`src/rtl/sevenseg_pkg.sv`:
```
// Shared definitions for the BCD seven-segment scanner: segment patterns,
// FSM state encoding and the nibble-to-segment lookup.
package sevenseg_pkg;

   localparam logic [6:0] SEG_0    = 7'h3F;
   localparam logic [6:0] SEG_1    = 7'h06;
   localparam logic [6:0] SEG_2    = 7'h5B;
   localparam logic [6:0] SEG_3    = 7'h4F;
   localparam logic [6:0] SEG_4    = 7'h66;
   localparam logic [6:0] SEG_5    = 7'h6D;
   localparam logic [6:0] SEG_6    = 7'h7D;
   localparam logic [6:0] SEG_7    = 7'h07;
   localparam logic [6:0] SEG_8    = 7'h7F;
   localparam logic [6:0] SEG_9    = 7'h6F;
   localparam logic [6:0] SEG_DASH = 7'h40;

   typedef enum logic {
      S_IDLE,
      S_SCAN
   } state_t;

   // Nibbles A-F are not valid BCD, so they show a lone middle bar.
   function automatic logic [6:0] bcd_to_seg(input logic [3:0] nibble);
      logic [6:0] seg;
      case (nibble)
         4'd0:    seg = SEG_0;
         4'd1:    seg = SEG_1;
         4'd2:    seg = SEG_2;
         4'd3:    seg = SEG_3;
         4'd4:    seg = SEG_4;
         4'd5:    seg = SEG_5;
         4'd6:    seg = SEG_6;
         4'd7:    seg = SEG_7;
         4'd8:    seg = SEG_8;
         4'd9:    seg = SEG_9;
         default: seg = SEG_DASH;
      endcase
      return seg;
   endfunction

endpackage

```
`src/rtl/bcd_sevenseg_scan_seg7_decode.sv`:
```
// Combinational decoder from one BCD nibble to active-high a..g segments.
module seg7_decode
   import sevenseg_pkg::*;
(
   input  logic [3:0] i_nibble,
   output logic [6:0] o_seg
);

   assign o_seg = bcd_to_seg(i_nibble);

endmodule

```
`src/rtl/bcd_sevenseg_scan.sv`:
```
// Time-multiplexed seven-segment driver with frame-aligned value updates.
// Optional build macro LEADING_ZERO_BLANK_EN suppresses leading zero digits.
module bcd_sevenseg_scan
   import sevenseg_pkg::*;
#(
   parameter int DIGITS   = 4,
   parameter int PRESCALE = 1000
) (
   input  logic                  i_clk,
   input  logic                  i_rst,
   input  logic                  i_bcd_valid,
   input  logic [4*DIGITS-1:0]   i_bcd,
   input  logic                  i_blank,
   output logic [6:0]            o_seg,
   output logic [DIGITS-1:0]     o_dig_en,
   output logic                  o_frame_done,
   output logic                  o_pending
);

   localparam int BCD_W = 4 * DIGITS;
   localparam int IDX_W = (DIGITS > 1) ? $clog2(DIGITS) : 1;
   localparam int PRE_W = $clog2(PRESCALE);
   localparam logic [IDX_W-1:0] LAST_IDX = IDX_W'(DIGITS - 1);
   localparam logic [PRE_W-1:0] LAST_PRE = PRE_W'(PRESCALE - 1);

   state_t             state_q,      state_d;
   logic [PRE_W-1:0]   presc_q,      presc_d;
   logic [IDX_W-1:0]   index_q,      index_d;
   logic [BCD_W-1:0]   disp_q,       disp_d;
   logic [BCD_W-1:0]   pend_data_q,  pend_data_d;
   logic               pend_q,       pend_d;
   logic [6:0]         seg_q,        seg_d;
   logic [DIGITS-1:0]  dig_en_q,     dig_en_d;
   logic               frame_done_q, frame_done_d;

   logic               tick;
   logic               boundary;
   logic [3:0]         cur_nibble;
   logic [6:0]         dec_seg;
   logic               lz_blank;

   assign tick       = (state_q == S_SCAN) && (presc_q == LAST_PRE);
   assign boundary   = tick && (index_q == LAST_IDX);
   assign cur_nibble = disp_q[{index_q, 2'b00} +: 4];

   seg7_decode u_decode (
      .i_nibble (cur_nibble),
      .o_seg    (dec_seg)
   );

`ifdef LEADING_ZERO_BLANK_EN
   // A digit is a leading zero when it and every more-significant nibble are 0.
   always_comb begin
      lz_blank = (index_q != '0) && ((disp_q >> {index_q, 2'b00}) == '0);
   end
`else
   assign lz_blank = 1'b0;
`endif

   always_ff @(posedge i_clk or posedge i_rst) begin
      if (i_rst) begin
         state_q      <= S_IDLE;
         presc_q      <= '0;
         index_q      <= '0;
         disp_q       <= '0;
         pend_data_q  <= '0;
         pend_q       <= 1'b0;
         seg_q        <= '0;
         dig_en_q     <= '0;
         frame_done_q <= 1'b0;
      end else begin
         state_q      <= state_d;
         presc_q      <= presc_d;
         index_q      <= index_d;
         disp_q       <= disp_d;
         pend_data_q  <= pend_data_d;
         pend_q       <= pend_d;
         seg_q        <= seg_d;
         dig_en_q     <= dig_en_d;
         frame_done_q <= frame_done_d;
      end
   end

   // New values only reach the display register at a frame boundary,
   // except for the very first capture which starts the scan.
   always_comb begin
      state_d     = state_q;
      presc_d     = presc_q;
      index_d     = index_q;
      disp_d      = disp_q;
      pend_data_d = pend_data_q;
      pend_d      = pend_q;
      case (state_q)
         S_IDLE: begin
            if (i_bcd_valid) begin
               state_d = S_SCAN;
               disp_d  = i_bcd;
               presc_d = '0;
               index_d = '0;
               pend_d  = 1'b0;
            end
         end
         S_SCAN: begin
            presc_d = tick ? '0 : presc_q + 1'b1;
            if (tick) begin
               index_d = (index_q == LAST_IDX) ? '0 : index_q + 1'b1;
            end
            if (boundary) begin
               if (i_bcd_valid) begin
                  disp_d = i_bcd;
                  pend_d = 1'b0;
               end else if (pend_q) begin
                  disp_d = pend_data_q;
                  pend_d = 1'b0;
               end
            end else if (i_bcd_valid) begin
               pend_data_d = i_bcd;
               pend_d      = 1'b1;
            end
         end
         default: begin
            state_d = S_IDLE;
         end
      endcase
   end

   always_comb begin
      seg_d        = '0;
      dig_en_d     = '0;
      frame_done_d = 1'b0;
      if (state_q == S_SCAN) begin
         seg_d        = lz_blank ? 7'h00 : dec_seg;
         dig_en_d     = i_blank ? '0 : (DIGITS'(1) << index_q);
         frame_done_d = boundary;
      end
   end

   assign o_seg        = seg_q;
   assign o_dig_en     = dig_en_q;
   assign o_frame_done = frame_done_q;
   assign o_pending    = pend_q;

endmodule

```
`config.mk`:
```
export PLATFORM = sky130hd
export DESIGN_NAME = bcd_sevenseg_scan
export DESIGN_NICKNAME = d
export VERILOG_FILES = /design/src/rtl/sevenseg_pkg.sv /design/src/rtl/bcd_sevenseg_scan_seg7_decode.sv /design/src/rtl/bcd_sevenseg_scan.sv
export SDC_FILE = /design/constraint.sdc
export NUM_CORES = 1
export LEC_CHECK = 0
export CORE_AREA = 10 10 82 84
export DETAILED_ROUTE_END_ITERATION = 6
export DIE_AREA = 0 0 92 94
export PLACE_DENSITY = 0.8
export SLEW_MARGIN = 5
export SYNTH_ARGS = -nofsm -noshare
export SYNTH_HDL_FRONTEND = slang
export SYNTH_SLANG_ARGS = --single-unit
```
`constraint.sdc`:
```
create_clock -name i_clk -period 2.95 [get_ports i_clk]
set_clock_uncertainty 0.05 [all_clocks]
set_input_delay 0.4425 -clock i_clk [delete_from_list [all_inputs] [get_ports i_clk]]
set_output_delay 0.4425 -clock i_clk [all_outputs]
set_load 0.01 [all_outputs]
```
==> flow_summary.ini, run 1 <==
[run_status]
status = complete, no violations

[timing]
report.final.setup_viol = 0
rsz_0062_raised_after_global_routing = no
period_needed_ns = 2.08
tightest_slew_ns = 0.655
clock.fmax_mhz = 481
final-hold-violation-count = 0
worst_slack_ns = 0.869
period_share_pct = 70.5
tns_ns = 0
timing.max_slew.rel_slack_pct = 56.2
fin_worst_hold_slack_ns = 0.425
timing_max_transition_violations_final = 0

[power]
peakVddDrop_uv = 375
totalPowerFinal_mw = 2.32
power.static_leakage_nw = 1.55
power_density_normalized_to_cell_area_mw_per_mm2 = 677

[layout]
final_cell_mix = sky130_fd_sc_hd__dfrtp_1, sky130_fd_sc_hd__mux2_2, sky130_fd_sc_hd__clkdlybuf4s50_1
num-nets-final = 294
mostFrequentLayoutCell = sky130_fd_sc_hd__dfrtp_1
post_layout_nonfiller_instances = 339
utilization_pct = 67.6
num_antenna_cells = 0
final_area_mm2 = 0.00343
syn2layout_area_growth_pct = 20.1
ratio_of_cells_with_drive_above_1_in_the_final_layout_pct = 28.6

[floorplanning]
fp.coreArea_mm2 = 0.00507
floorplan.die_area_mm2 = 0.00865
effective_utilization_at_floorplan_pct = 56.3
fp.dieH_um = 94
fp-row-count = 26
design.portCount = 33
die_width_um = 92

[detailed_routing]
routed_wirelength_um = 5300
routed-via-count = 1828
drt_iter0_markers = 110
route.detailed.vias_per_inst = 5.39
drt_drc_violations_left = 0
antenna_left = 0
number_of_search_and_repair_iterations_in_the_first_detailed_routing_pass = 4
drt-wirelength-per-cell_um = 15.6

[place]
place.detailed.instances = 323
placement_stage_cell_area_mm2 = 0.00323
gp_weighted_congestion = 0.797
preCtsSetupSlack_ns = 0.724
port_buffers = 32
dpl.hpwl_um = 3590

[cts]
cts_setup_buffers = 0
cts.clk_slew.worst_paths_ns = 0.06
tritoncts_clock_tree = yes
cts_max_path_buffers = 2
ctsResizeCount = 0
h-tree-depth = 3
tritoncts.num_buffers = 9
cts_hold_buffers = 0
cell_at_the_root_of_the_clock_tree = sky130_fd_sc_hd__clkbuf_8
numClockSinks = 58
clock_insertion_delay_worst_skew_ns = 0.34

[grt]
grt_overflow_total = 0
gr-usage-met2_pct = 21.9
global_route_met1_utilization_pct = 15.5
vias_in_the_first_global_route = 1931
antenna_found_initial = 0
grt_util_met3_pct = 4.96
global_route.usage.total_pct = 13.7
grt_start_max_net_pins = 29
grt_first_pass_wirelength_um = 9420
top_usage_layer = met2

[job]
drv_cap = 0

[critical_path]
critPathKind = register to register
worst_path_required_ns = 3.12
critPathArrivalTime_ns = 2.25
crit_path_capture_type = register
reg2regPathDepth = 5
r2r_start = state_q
rr_endpoint = disp_q[14]
setup.reg_to_reg.worst_slack_ns = 0.87
critical_path_peak_fanout = 16
critPathLaunchType = register

[yosys]
synth.yosys.warnings = 0
synth_area_mm2 = 0.00286
ys_types = 37
postSynthCellCount = 224
postSynthRegisterBits = 58
post_synth.cell_area_avg_um2 = 12.8
synth.yosys.seq_area_share_pct = 50.8
synthesis.nets = 254

[worst_hold_path]
hp-class = input pin to asynchronous set/reset pin
## state kept, by name (all words and copies together) (netlist names)
register      count
o_frame_done      1
o_seg             7
pend_data_q      16
o_pending         1
index_q           2
state_q           1
o_dig_en          4
disp_q           16
presc_q          10
## power by group
group | internal, mW | switching [mW] | total (mW)
clock network | 0.436 | 0.293 | 0.728
logic | 0.295 | 0.227 | 0.522
registers | 0.952 | 0.122 | 1.07
## worst max-delay path by stage
stage	from	endpoint	slack [ns]	cells past startpoint
CTS	state_q	disp_q[14]	0.88	5
global route	state_q	disp_q[14]	0.74	5
global placement	i_bcd_valid	disp_q[6]	0.76	5
finish	state_q	disp_q[14]	0.87	5
detailed placement	i_bcd_valid	disp_q[6]	0.72	5
floorplan	presc_q[0]	disp_q[0]	0.97	7
## cells by family after synthesis
| logic type | Yosys count | synth area share, % |
|---|---|---|
| buf+inv | 21 | 4.12 |
| compound gates | 32 | 6.79 |
| flops | 58 | 50.8 |
| fa+ha+maj | 10 | 4.38 |
| simple gates | 47 | 9.11 |
| xor+xnor | 1 | 0.307 |
| mux | 55 | 24.5 |
## worst max-delay path: stages (launching register included)
cell and delay (ns):
sky130_fd_sc_hd__dfrtp_1 0.65, sky130_fd_sc_hd__and4bb_2 0.38, sky130_fd_sc_hd__nand4_2 0.13, sky130_fd_sc_hd__a21oi_2 0.15, sky130_fd_sc_hd__buf_4 0.25, sky130_fd_sc_hd__mux2_2 0.36
## Yosys cell counts
cell type,n,area [um^2]
sky130_fd_sc_hd__dfrtp_1,58,1450
sky130_fd_sc_hd__mux2_2,39,439
sky130_fd_sc_hd__inv_1,13,48.8
sky130_fd_sc_hd__ha_1,10,125
sky130_fd_sc_hd__mux2_4,10,150
sky130_fd_sc_hd__nand3_1,10,50.1
sky130_fd_sc_hd__o21ai_0,10,50.1
sky130_fd_sc_hd__a21oi_1,8,40.0
sky130_fd_sc_hd__nand2_1,8,30.0
sky130_fd_sc_hd__nor2_1,7,26.3
sky130_fd_sc_hd__and2_1,6,37.5
sky130_fd_sc_hd__mux4_2,4,90.1
sky130_fd_sc_hd__nand2b_1,4,25.0
sky130_fd_sc_hd__a21o_1,3,22.5
sky130_fd_sc_hd__and3_1,3,18.8
sky130_fd_sc_hd__buf_2,3,15.0
sky130_fd_sc_hd__o21a_1,3,22.5
sky130_fd_sc_hd__and4_1,2,17.5
sky130_fd_sc_hd__buf_6,2,22.5
sky130_fd_sc_hd__mux2i_1,2,20.0
sky130_fd_sc_hd__nand4_1,2,12.5
sky130_fd_sc_hd__o22ai_1,2,12.5
sky130_fd_sc_hd__a21oi_2,1,8.76
sky130_fd_sc_hd__a22o_1,1,8.76
sky130_fd_sc_hd__a31o_2,1,8.76
sky130_fd_sc_hd__a31oi_1,1,6.26
sky130_fd_sc_hd__and4bb_2,1,12.5
sky130_fd_sc_hd__buf_12,1,20.0
sky130_fd_sc_hd__buf_4,1,7.51
sky130_fd_sc_hd__clkbuf_1,1,3.75
sky130_fd_sc_hd__nand4_2,1,12.5
sky130_fd_sc_hd__nor3_1,1,5.00
sky130_fd_sc_hd__nor4_1,1,6.26
sky130_fd_sc_hd__o21ai_1,1,5.00
sky130_fd_sc_hd__o41ai_1,1,8.76
sky130_fd_sc_hd__or2_2,1,6.26
sky130_fd_sc_hd__xor2_1,1,8.76
## area by class of cell
| cell class | count | area [um^2] |
|---|---|---|
| Fill cell | 392 | 1640 |
| Sequential cell | 58 | 1450 |
| Multi-Input combinational cell | 145 | 1290 |
| Timing Repair Buffer | 37 | 358 |
| Clock buffer | 14 | 163 |
| Tap cell | 70 | 87.6 |
| Inverter | 13 | 48.8 |
| Clock inverter | 2 | 35.0 |
## metal layers
metal	share of wire, %	wire length, um
met5	0	0
met4	2.6	137
met3	5.8	305
met2	49	2580
met1	43	2280
Note: power is estimated with default switching activity, not from simulation.
==> run 2: changes to the inputs <==
- CORE_AREA: 10 10 82 84 -> 10 10 87 89
- DIE_AREA: 0 0 92 94 -> 0 0 97 99
- PLACE_DENSITY: 0.8 -> 0.74
- clock period: 2.95 -> 1.7 ns (I/O delays scaled with it)
==> run 2 against run 1 <==
Effect of this change:
- the run now ends with negative setup slack left
- cell count rose by 9.4%
- first-iteration DRC count fell by 56%
- power rose by 81%
- combinational power rose to 2.5 times the previous value
- global-route usage fell by 1.1 points
- critical path depth rose by 1
- fmax rose by 18%
- design area rose by 12%
- hold slack got worse by 0.11 ns
- register-to-register slack got worse by 0.93 ns
- critical endpoint is now o_seg[0]
- highest routed layer unchanged
==> flow_summary.ini, run 2 (synthesis gave the netlist of run 1 again) <==
[cts]
numClockSinks = 58
clock_insertion_delay_worst_skew_ns = 0.33
h-tree-depth = 3
cell_at_the_root_of_the_clock_tree = sky130_fd_sc_hd__clkbuf_8
tritoncts_clock_tree = yes
tritoncts.num_buffers = 9
cts.clk_slew.worst_paths_ns = 0.07
cts_max_path_buffers = 2

[job]
drv_cap = 0

[critical_path]
worst_path_required_ns = 1.86
critPathLaunchType = register
reg2regPathDepth = 6
timing.critical_path.cells = mux4_2, inv_2, buf_4, ha_1, and2_1, o21ai_1
critical_path.top_delay_family = multiplexers
critPathKind = register to register
rr_endpoint = o_seg[0]
setup.reg_to_reg.worst_slack_ns = -0.07
crit_path_capture_type = register
critPathArrivalTime_ns = 1.93
critical_path_peak_fanout = 6
crit_path_top_delay_cell = sky130_fd_sc_hd__mux4_2
r2r_start = index_q[0]
critPathMaxStageDelay_ns = 0.60
critical_path_buf_inv_count = 2

[layout]
num-nets-final = 322
syn2layout_area_growth_pct = 34.1
mostFrequentLayoutCell = sky130_fd_sc_hd__dfrtp_1
final_area_mm2 = 0.00383
ratio_of_cells_with_drive_above_1_in_the_final_layout_pct = 41.2
largestRegisters = disp_q (16), pend_data_q (16), presc_q (10)
final_cell_mix = sky130_fd_sc_hd__dfrtp_1, sky130_fd_sc_hd__clkdlybuf4s50_1, sky130_fd_sc_hd__buf_4
n_fill_cell = 419
num_antenna_cells = 0
utilization_pct = 65.5

[timing]
fin_worst_hold_slack_ns = 0.312
timing_max_transition_violations_final = 0
tns_ns = -1.23
tightest_slew_ns = 0.301
worst_slack_ns = -0.0656
report.final.setup_viol = 38
final-hold-violation-count = 0
timing.max_slew.rel_slack_pct = 79.9
period_share_pct = 104
clock.fmax_mhz = 566
rsz_0062_raised_after_global_routing = yes
period_needed_ns = 1.77

[grt]
grt_overflow_total = 0
grt_first_pass_wirelength_um = 10000
global_route.usage.total_pct = 12.6
grt_start_max_net_pins = 59
vias_in_the_first_global_route = 2075
antenna_found_initial = 0

[power]
power_density_normalized_to_cell_area_mw_per_mm2 = 1100
p_int_mw = 2.99
power.static_leakage_nw = 1.74
p_sw_mw = 1.22
combinationalPowerShare_pct = 31.3
power_share_of_the_sequential_group_pct = 42.5
sw_frac_of_total_pct = 29.0
peakVddDrop_uv = 634
clock_power_share_pct = 26.3

[floorplanning]
fp-row-count = 28
fp.coreArea_mm2 = 0.00585
fp.dieH_um = 99
effective_utilization_at_floorplan_pct = 48.8
design.portCount = 33
floorplan.die_area_mm2 = 0.00960
die_width_um = 97

[detailed_routing]
drt-wirelength-per-cell_um = 16.0
routed_wirelength_um = 5930
drt_iter0_markers = 48
route.detailed.vias_per_inst = 5.27
number_of_search_and_repair_iterations_in_the_first_detailed_routing_pass = 4
routed-via-count = 1957
antenna_left = 0
drt_drc_violations_left = 0

[place]
gp_weighted_congestion = 0.830
preCtsSetupSlack_ns = -0.176
dpl.hpwl_um = 3990
port_buffers = 32
placement_stage_cell_area_mm2 = 0.00352

[worst_hold_path]
hp-class = input pin to asynchronous set/reset pin

[run_status]
status = finished, violations left
violations = negative setup slack
## run 2: stage by stage
step | total power, mW | std cells
detailed placement | 2.98 | 354
CTS | 4.16 | 371
floorplan | 2.45 | 224
global placement | 2.95 | 354
finish | 4.22 | 371
global route | 4.47 | 371
## run 2: metal layers
layer  part of all wire, %  track usage [%]
met1                    45             15.1
met2                    49             20.3
met3                   3.8             3.42
met4                   2.3             6.47
met5                     0                0
## run 2: area by class of cell
| class | count | area (um^2) | share of cell area [%] |
|---|---|---|---|
| clock buffers | 12 | 155 | 4.05 |
| well taps | 75 | 93.8 | 2.45 |
| inverters | 13 | 55.1 | 1.44 |
| repair buffers | 65 | 626 | 16.3 |
| multi-input cells | 145 | 1430 | 37.4 |
| clock inverters | 3 | 15.0 | 0.392 |
| flip-flops and latches | 58 | 1450 | 37.9 |
## run 2: how the worst max path moves through the flow
stage,startpoint,end,slack (ns),depth (start not counted)
floorplan,presc_q[0],pend_data_q[0],-0.16,8
global placement,i_bcd_valid,disp_q[14],-0.16,5
detailed placement,i_bcd_valid,disp_q[6],-0.18,5
CTS,index_q[0],o_seg[5],-0.05,4
global route,index_q[0],o_seg[1],-0.14,5
finish,index_q[0],o_seg[0],-0.07,6
## run 2: worst reg2reg max path, delay by kind of cell, from the launching register on
kind / cells / cell delay, ns
buf+inv: 2 / 0.24
compound gates: 1 / 0.06
fa+ha+maj: 1 / 0.13
flops: 1 / 0.45
mux: 1 / 0.61
simple gates: 1 / 0.12
## run 2: what timing repair did
action / in CTS / in global routing
hold buffers: 0 / 0
setup endpoints to repair: 40 / 40
gates resized for setup: 13 / 18
setup buffers: 2 / 0
pin swaps: 2 / 1
## run 2: power by group through the flow
stage	sequential, mW	combinational [mW]	clock [mW]
after floorplan	1.86	0.598	0
after global placement	1.80	1.15	0
after detailed placement	1.81	1.18	0
after CTS	1.79	1.24	1.13
after global routing	1.83	1.45	1.20
final	1.79	1.32	1.11
==> run 3: changes to the inputs <==
- SLEW_MARGIN: 5 -> default
- clock period: 1.7 -> 1.6 ns (I/O delays scaled with it)
==> run 3 against run 2 <==
Effect of this change:
- the run still ends with negative setup slack left
- non-clock buffer count is 7 higher
- sequential share of layout area is 1.9 points lower
- die area is the same
- first-iteration DRC count rose by 21%
- sequential power is 6% higher
- global-route usage is 1.3 points higher
- sequential cell count unchanged
- via count rose by 4.6%
- power grew 14%
- critical path depth stayed put
- routed wire length is 10% higher
- combinational power is 17% higher
- critical endpoint is now disp_q[13]
==> flow_summary.ini, run 3 (synthesis gave the netlist of run 1 again) <==
[run_status]
violations = negative setup slack
status = finished, violations left

[cts]
h-tree-depth = 3
cts_max_path_buffers = 2
cell_at_the_root_of_the_clock_tree = sky130_fd_sc_hd__clkbuf_8
cts.clk_slew.worst_paths_ns = 0.07
clock_insertion_delay_worst_skew_ns = 0.33
cts_hold_buffers = 0
tritoncts.num_buffers = 9
numClockSinks = 58
tritoncts_clock_tree = yes

[layout]
final_cell_mix = sky130_fd_sc_hd__dfrtp_1, sky130_fd_sc_hd__clkdlybuf4s50_1, sky130_fd_sc_hd__buf_4
largestRegisters = disp_q (16), pend_data_q (16), presc_q (10)
ff_latch_area_mm2 = 0.00145
utilization_pct = 68.8
final_area_mm2 = 0.00403
mostFrequentLayoutCell = sky130_fd_sc_hd__dfrtp_1
syn2layout_area_growth_pct = 41.0
num_antenna_cells = 0
multiInputGateArea_mm2 = 0.00150
n_fill_cell = 398
ratio_of_cells_with_drive_above_1_in_the_final_layout_pct = 44.4
num-nets-final = 329

[detailed_routing]
number_of_search_and_repair_iterations_in_the_first_detailed_routing_pass = 4
routed-via-count = 2047
drt_iter0_markers = 58
route.detailed.vias_per_inst = 5.40
antenna_left = 0
drt-wirelength-per-cell_um = 17.3
drt_drc_violations_left = 0
routed_wirelength_um = 6550

[timing]
tns_ns = -5.60
period_needed_ns = 1.79
rsz_0062_raised_after_global_routing = yes
tightest_slew_ns = 0.345
timing.max_slew.rel_slack_pct = 77.0
period_share_pct = 112
report.final.setup_viol = 39
worst_slack_ns = -0.186
final-hold-violation-count = 0
fin_worst_hold_slack_ns = 0.177
clock.fmax_mhz = 560
timing_max_transition_violations_final = 0

[floorplanning]
design.portCount = 33
floorplan.die_area_mm2 = 0.00960
die_width_um = 97
effective_utilization_at_floorplan_pct = 48.8
fp.dieH_um = 99
fp-row-count = 28
fp.coreArea_mm2 = 0.00585

[power]
power_share_of_the_sequential_group_pct = 39.6
clock_power_share_pct = 28.4
sw_frac_of_total_pct = 28.7
power_density_normalized_to_cell_area_mw_per_mm2 = 1190
p_int_mw = 3.43
combinationalPowerShare_pct = 32.0
p_sw_mw = 1.38
peakVddDrop_uv = 787
power.static_leakage_nw = 1.82

[grt]
vias_in_the_first_global_route = 2219
antenna_found_initial = 0
grt_start_max_net_pins = 28
grt_first_pass_wirelength_um = 11100
grt_overflow_total = 0
global_route.usage.total_pct = 13.9

[critical_path]
rr_endpoint = disp_q[13]
r2r_start = presc_q[1]
critical_path_peak_fanout = 8
reg2regPathDepth = 6
critPathArrivalTime_ns = 1.95
worst_path_required_ns = 1.77
crit_path_capture_type = register
critPathKind = register to register
setup.reg_to_reg.worst_slack_ns = -0.19
critPathLaunchType = register

[place]
preCtsSetupSlack_ns = -0.276
port_buffers = 32
gp_weighted_congestion = 0.882
placement_stage_cell_area_mm2 = 0.00365
dpl.hpwl_um = 4500

[job]
drv_cap = 0

[worst_hold_path]
hp-class = input pin to asynchronous set/reset pin
## run 3: routing by layer
layer	GRT usage [%]	share of wire, %
met3	3.84	4.5
met4	7.49	3.2
met2	22.7	50
met5	0	0
met1	16.1	42
## run 3: critical path, cell delays in order, from the launching register on
cell and delay [ns]:
sky130_fd_sc_hd__dfrtp_1 0.37, sky130_fd_sc_hd__ha_2 0.19, sky130_fd_sc_hd__and4_4 0.24, sky130_fd_sc_hd__nand4_4 0.09
sky130_fd_sc_hd__a21oi_4 0.21, sky130_fd_sc_hd__buf_12 0.17, sky130_fd_sc_hd__mux2_2 0.34
## run 3: metrics by stage
step / total power [mW] / std cells
finish: 4.81 / 379
global route: 5.07 / 379
CTS: 4.79 / 378
detailed placement: 3.31 / 358
global placement: 3.25 / 358
floorplan: 2.67 / 224
## run 3: worst max-delay path by stage
stage / slack [ns] / endpoint / cells after the start / from
after floorplan: -0.26 / pend_data_q[0] / 8 / presc_q[0]
after global placement: -0.23 / disp_q[11] / 5 / i_bcd_valid
after detailed placement: -0.28 / disp_q[4] / 5 / i_bcd_valid
after CTS: -0.17 / o_seg[3] / 5 / index_q[0]
after global routing: -0.26 / o_seg[5] / 6 / index_q[0]
final: -0.19 / disp_q[13] / 6 / presc_q[1]
## run 3: power by group through the flow
stage	clock network [mW]	registers [mW]	logic, mW
after floorplan	0	1.97	0.697
after global routing	1.46	1.93	1.68
after detailed placement	0	1.92	1.40
after CTS	1.39	1.90	1.51
final	1.37	1.90	1.54
after global placement	0	1.90	1.35
## run 3: final cells by class
class | instances | area share [%]
flip-flops and latches | 58 | 36.1
multi-input cells | 145 | 37.1
inverters | 13 | 1.43
well taps | 75 | 2.33
repair buffers | 72 | 18.0
clock buffers | 11 | 3.76
clock inverters | 5 | 1.31
## run 3: repair_timing
item / in CTS / in global routing
pin swaps: 10 / 6
endpoints found under the setup margin: 47 / 51
endpoints found under the hold margin: 0 / 0
cloned: 0 / 1
buffers inserted: 4 / 2
resized for setup: 25 / 10
